**config.mk**
```make
export PLATFORM = sky130hd
export DESIGN_NAME = hmm_obs_source
export DESIGN_NICKNAME = d
export VERILOG_FILES = /design/src/rtl/hmm_obs_source.sv
export SDC_FILE = /design/constraint.sdc
export NUM_CORES = 1
export LEC_CHECK = 0
export CELL_PAD_IN_SITES_DETAIL_PLACEMENT = 2
export CELL_PAD_IN_SITES_GLOBAL_PLACEMENT = 2
export CORE_MARGIN = 2
export CORE_UTILIZATION = 31
export DETAILED_ROUTE_END_ITERATION = 10
export GPL_TIMING_DRIVEN = 0
export HOLD_SLACK_MARGIN = 0.06
export MAX_ROUTING_LAYER = met4
export PLACE_DENSITY_LB_ADDON = 0.08
export SLEW_MARGIN = 20
export SYNTH_ARGS = -nofsm -noshare
export SYNTH_HDL_FRONTEND = slang
export SYNTH_SLANG_ARGS = --single-unit
```
**constraint.sdc**
```tcl
create_clock -name clk -period 3.3 [get_ports clk]
set_input_delay 0.495 -clock clk [delete_from_list [all_inputs] [get_ports clk]]
set_output_delay 0.495 -clock clk [all_outputs]
set_load 0.01 [all_outputs]
```
**src/rtl/hmm_obs_source.sv**
```systemverilog
// hmm_obs_source
//
// Purpose: generates one observation sequence for an HMM decoder under
// test. The true state path is turned into observations through an
// emission map, and each observation may be corrupted by a seeded LFSR.
// The source emits the observations, waits for the decoder to finish and
// then compares the decoded path against the true path.
//
// Ports:
//   clk, rst          single clock, synchronous active-high reset
//   go                one-cycle request to emit a sequence (ignored while busy)
//   length            sequence length, 1..7 (0 reports len_err)
//   state_path_flat   true state for step t in bits [2t+1:2t]
//   emit_map_flat     observation for state s in bits [2s+1:2s]
//   noise_en          enables observation corruption
//   noise_thresh      corrupt when lfsr[7:0] < noise_thresh
//   seed              LFSR seed (0 is replaced by 16'hACE1)
//   start             decoder start pulse, carries obs[0] on obs_out
//   length_out        latched length presented to the decoder
//   obs_out           observation to the decoder
//   obs_valid         observation beat strobe for obs[1..length-1]
//   dec_done          decoder completion, sampled only while waiting
//   dec_path_flat     decoded path, same packing as state_path_flat
//   busy              sequence in progress
//   done              one-cycle completion pulse
//   match             decoded path equals the true path
//   mismatch_mask     bit t set when step t differs
//   flip_count        number of corrupted observations, saturates at 7
//   timeout           decoder did not finish within TIMEOUT cycles
//   len_err           requested length was 0
//
// TIMEOUT is expected to be at least 1 and below 65536.

module hmm_obs_source #(
   parameter int N       = 8,
   parameter int GAP     = 1,
   parameter int TIMEOUT = 255
) (
   input  logic           clk,
   input  logic           rst,
   input  logic           go,
   input  logic [2:0]     length,
   input  logic [2*N-1:0] state_path_flat,
   input  logic [7:0]     emit_map_flat,
   input  logic           noise_en,
   input  logic [7:0]     noise_thresh,
   input  logic [15:0]    seed,
   output logic           start,
   output logic [2:0]     length_out,
   output logic [1:0]     obs_out,
   output logic           obs_valid,
   input  logic           dec_done,
   input  logic [2*N-1:0] dec_path_flat,
   output logic           busy,
   output logic           done,
   output logic           match,
   output logic [N-1:0]   mismatch_mask,
   output logic [2:0]     flip_count,
   output logic           timeout,
   output logic           len_err
);

   typedef enum logic [2:0] {
      S_IDLE,
      S_START,
      S_GAP,
      S_VALID,
      S_WAIT_DONE,
      S_REPORT
   } state_t;

   state_t           state_q, state_d;
   logic [2:0]       len_q, len_d;
   logic [2*N-1:0]   path_q, path_d;
   logic [7:0]       map_q, map_d;
   logic             noise_en_q, noise_en_d;
   logic [7:0]       thresh_q, thresh_d;
   logic [15:0]      lfsr_q, lfsr_d;
   logic [2:0]       t_q, t_d;
   logic [15:0]      gap_q, gap_d;
   logic [15:0]      wait_q, wait_d;
   logic [1:0]       obs_q, obs_d;
   logic [2:0]       flip_q, flip_d;
   logic             match_q, match_d;
   logic [N-1:0]     mask_q, mask_d;
   logic             timeout_q, timeout_d;
   logic             len_err_q, len_err_d;

   logic [1:0]       step_state;
   logic [1:0]       base_obs;
   logic             corrupt;
   logic [1:0]       emit_obs;
   logic [15:0]      lfsr_next;
   logic [N-1:0]     cmp_mask;
   logic             last_step;

   // Observation datapath for the step currently being emitted. The
   // corruption decision uses the LFSR value before it advances, and the
   // mismatch mask only looks at steps inside the latched length.
   always_comb begin
      step_state = path_q[{t_q, 1'b0} +: 2];
      base_obs   = map_q[{step_state, 1'b0} +: 2];
      corrupt    = noise_en_q && (lfsr_q[7:0] < thresh_q);
      emit_obs   = base_obs;
      if (corrupt) begin
         emit_obs = (base_obs == 2'd2) ? 2'd0 : base_obs + 2'd1;
      end
      lfsr_next  = {lfsr_q[14:0], lfsr_q[15] ^ lfsr_q[13] ^ lfsr_q[12] ^ lfsr_q[10]};
      last_step  = (t_q == len_q - 3'd1);
      cmp_mask   = '0;
      for (int i = 0; i < N; i++) begin
         cmp_mask[i] = (i < int'(len_q)) && (dec_path_flat[2*i +: 2] != path_q[2*i +: 2]);
      end
   end

   // Next-state and register update logic. Every register holds by default;
   // each state only touches what it owns. START and VALID are the only
   // states that emit an observation, so they alone advance the LFSR and
   // the step index.
   always_comb begin
      state_d    = state_q;
      len_d      = len_q;
      path_d     = path_q;
      map_d      = map_q;
      noise_en_d = noise_en_q;
      thresh_d   = thresh_q;
      lfsr_d     = lfsr_q;
      t_d        = t_q;
      gap_d      = gap_q;
      wait_d     = wait_q;
      obs_d      = obs_q;
      flip_d     = flip_q;
      match_d    = match_q;
      mask_d     = mask_q;
      timeout_d  = timeout_q;
      len_err_d  = len_err_q;

      unique case (state_q)
         S_IDLE: begin
            if (go) begin
               len_d      = length;
               path_d     = state_path_flat;
               map_d      = emit_map_flat;
               noise_en_d = noise_en;
               thresh_d   = noise_thresh;
               lfsr_d     = (seed == 16'd0) ? 16'hACE1 : seed;
               t_d        = 3'd0;
               flip_d     = 3'd0;
               match_d    = 1'b0;
               mask_d     = '0;
               timeout_d  = 1'b0;
               len_err_d  = 1'b0;
               if (length == 3'd0) begin
                  len_err_d = 1'b1;
                  state_d   = S_REPORT;
               end else begin
                  state_d   = S_START;
               end
            end
         end

         S_START, S_VALID: begin
            obs_d  = emit_obs;
            lfsr_d = lfsr_next;
            t_d    = t_q + 3'd1;
            gap_d  = 16'd0;
            wait_d = 16'd0;
            if (corrupt && (flip_q != 3'd7)) begin
               flip_d = flip_q + 3'd1;
            end
            if (last_step) begin
               state_d = S_WAIT_DONE;
            end else if (GAP == 0) begin
               state_d = S_VALID;
            end else begin
               state_d = S_GAP;
            end
         end

         S_GAP: begin
            if (gap_q == 16'(GAP - 1)) begin
               state_d = S_VALID;
            end else begin
               gap_d = gap_q + 16'd1;
            end
         end

         S_WAIT_DONE: begin
            if (dec_done) begin
               mask_d  = cmp_mask;
               match_d = (cmp_mask == '0);
               state_d = S_REPORT;
            end else if (wait_q + 16'd1 == 16'(TIMEOUT)) begin
               timeout_d = 1'b1;
               match_d   = 1'b0;
               mask_d    = '0;
               state_d   = S_REPORT;
            end else begin
               wait_d = wait_q + 16'd1;
            end
         end

         S_REPORT: begin
            state_d = S_IDLE;
         end

         default: begin
            state_d = S_IDLE;
         end
      endcase
   end

   // State and datapath registers. Reset clears everything, including the
   // latched request, so an aborted sequence leaves nothing behind.
   always_ff @(posedge clk) begin
      if (rst) begin
         state_q    <= S_IDLE;
         len_q      <= 3'd0;
         path_q     <= '0;
         map_q      <= 8'd0;
         noise_en_q <= 1'b0;
         thresh_q   <= 8'd0;
         lfsr_q     <= 16'd0;
         t_q        <= 3'd0;
         gap_q      <= 16'd0;
         wait_q     <= 16'd0;
         obs_q      <= 2'd0;
         flip_q     <= 3'd0;
         match_q    <= 1'b0;
         mask_q     <= '0;
         timeout_q  <= 1'b0;
         len_err_q  <= 1'b0;
      end else begin
         state_q    <= state_d;
         len_q      <= len_d;
         path_q     <= path_d;
         map_q      <= map_d;
         noise_en_q <= noise_en_d;
         thresh_q   <= thresh_d;
         lfsr_q     <= lfsr_d;
         t_q        <= t_d;
         gap_q      <= gap_d;
         wait_q     <= wait_d;
         obs_q      <= obs_d;
         flip_q     <= flip_d;
         match_q    <= match_d;
         mask_q     <= mask_d;
         timeout_q  <= timeout_d;
         len_err_q  <= len_err_d;
      end
   end

   // Output decode. Strobes come straight from the state; obs_out shows the
   // freshly computed observation during an emitting cycle and otherwise
   // holds the last emitted one.
   always_comb begin
      start         = (state_q == S_START);
      obs_valid     = (state_q == S_VALID);
      done          = (state_q == S_REPORT);
      busy          = (state_q != S_IDLE);
      obs_out       = (start || obs_valid) ? emit_obs : obs_q;
      length_out    = len_q;
      match         = match_q;
      mismatch_mask = mask_q;
      flip_count    = flip_q;
      timeout       = timeout_q;
      len_err       = len_err_q;
   end

endmodule

```
==> metrics.yaml <==
synth_seq_area_share: 0.3892
clock_path_buffers: 2
gr-usage-all-layers: 0.2144
antenna_cells: 0
synthFlopType: "dfxtp_1"
seqCellArea_um2: 2103
post-dp-hpwl_um: 14230
synthesis.nets: 746
post_drt_via_cell_ratio: 5.327
utilization: 0.4073
synth.distinct_cells: 59
rsz0062_at_grt: "no"
cts_tree: "yes"
htree_levels: 3
netlist_instances: 659
io_pins: 95
grt_pass1_vias: 5744
die_h_um: 136.0
synth_area_um2: 5400
grt_max_degree: 18
start_util: 0.3144
cp_cell_sequence: "buf_8 -> mux4_2 -> mux2i_4 -> buf_4 -> mux2i_2 -> mux2i_2 -> a211o_1 -> nor2b_4 -> buf_6"
cp_max_fo: 4
portBuffers: 90
grt_pass1_wl_um: 29950
async_flop_share: 0
max_slew.worst_pin.slew_ps: 902.1
route.vias.total: 5311
pwr-share-seq: 0.461
cp_slowest_cell: "mux4_2"
drt-initial-drc-count: 164
synth.top_cells.by_area: "dfxtp_1 39%, a21oi_1 7.9%, nand2_1 7.4%"
p_int_w: 0.002116
grt_antenna_before_repair: 0
drt-total-wl_um: 18700
critical_path_class: "reg2out"
yosys_warnings: 0
power.leakage_nw: 2.448
clk_pin_slew_ps: 70
wl_met3_um: 552
min_period_ps: 3190
start_kind: "flop"
insertion_delay_ps: 360
grt_overflow: 0
power_density_nw_per_um2: 432.6
die_w_um: 136.0
netSwitchingPower_w: 0.0009101
yosys.area.top_type_share: 0.3892
endpoint_kind: "primary output"
critPathRequiredTime_ps: 2800
synth_commonest_cells: "107 x nand2_1, 105 x dfxtp_1, 85 x a21oi_1"
numCtsBuffers: 9
swShare: 0.3008
slew_headroom: 0.3973
synth_edf_count: 0
row_count: 48
ys_seq_elements: 105
hold_ws_ps: 466.7
cpMostUsedCell: "mux2i_2"
drt_pass1_iterations: 4
top_layer: "met4"
fin_crit_sh: 0.9666
skew_ps: 12.04
cts_root_buf: "clkbuf_16"
final_layout_size_suffix_gt1_frac: 0.08808
setup-violations-final: 0
gp_congestion: 0.7727
area_delta_synth_final_pct: 29.54
cap_violations: 0
max_stage_delay_ps: 550
status: "finished clean"
wl_met1_um: 8315
clock-sinks: 105
wl_met2_um: 9524
coreArea_um2: 17180
finalNetCount: 855
peakVddDrop_mv: 0.3082
wire_per_inst_um: 18.75
cp.arrival_ps: 2690
maxSlewViolCount: 0
syn_area_per_cell_um2: 8.195
synth_most_common_cell: "nand2_1"
clock.fmax_mhz: 313.5
hold_buffers: 0
dieArea_um2: 18490
synth_area_leader_cell: "dfxtp_1"
critPathBufInv: 3
drtAntennaViolNets: 0
hold_viol_final: 0
route.detailed.drc: 0
combPwrFrac: 0.200
holdCritPathClass: "reg2reg"
clkPwrFrac: 0.340
multi_input_area_um2: 3093
path_delay_family: "multiplexers"
fill_cells: 1984
[tightest hold or removal path: cells and delay by family, from the launching register on]
kind               cells  cell delay, ps
AOI/OAI and AO/OA      1              60
DFF                    1             310
and+or+nand+nor        1              50
[power groups by stage]
stage / sequential (W) / clock, W / combinational [W]
floorplan: 0.00140 / 0 / 0.000326
global route: 0.00140 / 0.00112 / 0.000669
global placement: 0.00142 / 0 / 0.000555
finish: 0.00139 / 0.00103 / 0.000605
CTS: 0.00139 / 0.00106 / 0.000584
detailed placement: 0.00142 / 0 / 0.000575
[area by class of cell]
cell class	count	share of cell area
clock buffers	9	0.03219
flip-flops and latches	105	0.3007
plain buffers	43	0.03041
inverters	18	0.009658
clock inverters	6	0.006081
well taps	225	0.04024
repair buffers	98	0.1386
multi-input cells	493	0.4421
[per-layer routing]
| metal | GRT usage | vias to the layer above |
|---|---|---|
| li1 | - | 2574 |
| met1 | 0.2531 | 2636 |
| met2 | 0.3732 | 78 |
| met3 | 0.04176 | 23 |
| met4 | 0.05671 | 0 |
| met5 | - | - |
[logic make-up after synthesis]
kind of cell    share of synthesized area
mux                               0.04008
buf+inv                           0.04935
flops                              0.3893
fa+ha+maj                         0.03475
xor+xnor                          0.04704
compound gates                     0.2041
simple gates                       0.2347
other cells                     0.0006944
[final timing paths]
kind | to | cells after the start | from | slack [ps]
max | obs_out[1] | 9 | t_q[0] | 110
min | thresh_q[3] | 2 | thresh_q[3] | 470
min reg2reg | thresh_q[3] | 2 | thresh_q[3] | 470
max reg2reg | wait_q[2] | 8 | wait_q[0] | 300
[registers in the layout, indices dropped and copies added (netlist names)]
name / flops
path_q: 16
lfsr_q: 16
state_q: 3
map_q: 8
match: 1
t_q: 3
noise_en_q: 1
obs_q: 2
mismatch_mask: 7
len_err: 1
timeout: 1
thresh_q: 8
flip_count: 3
wait_q: 16
gap_q: 16
length_out: 3
[timing repair]
item                                    CTS  global route
resized for setup                        16            15
pin swaps                                 3             4
endpoints found under the hold margin     0             0
endpoints found under the setup margin    5            14
setup buffers                             2             6
gates cloned                              0             0
[per-stage QoR]
stage	setup TNS (ps)	total power [W]	worst slack (ps)	cell area, um^2	cells
5_1_grt	0	0.003194	4.731	6995	997
2_1_floorplan	0	0.001725	441.1	5400	659
3_5_place_dp	-734.3	0.001997	-384.0	6583	974
6_report	0	0.003026	110.1	6995	997
3_3_place_gp	-694.1	0.001971	-348.9	6583	974
4_1_cts	0	0.003036	0.7940	6889	991
[placed cells by master (no fill, tap or decap), types with 8 or more instances in the layout]
| cell type | count |
|---|---|
| xnor2_1 | 21 |
| clkdlybuf4s50_1 | 88 |
| clkbuf_1 | 27 |
| a22oi_1 | 18 |
| a31oi_1 | 12 |
| ha_1 | 15 |
| nor3_1 | 12 |
| inv_1 | 18 |
| nand4_1 | 15 |
| and3_1 | 9 |
| xor2_1 | 8 |
| buf_4 | 9 |
| nand2_1 | 107 |
| nor2_1 | 34 |
| clkbuf_16 | 9 |
| a22o_1 | 9 |
| nand3_1 | 16 |
| a21oi_1 | 85 |
| dfxtp_1 | 104 |
| nor4_1 | 12 |
| o21ai_0 | 20 |
Note: power is estimated with default switching activity, not from simulation.
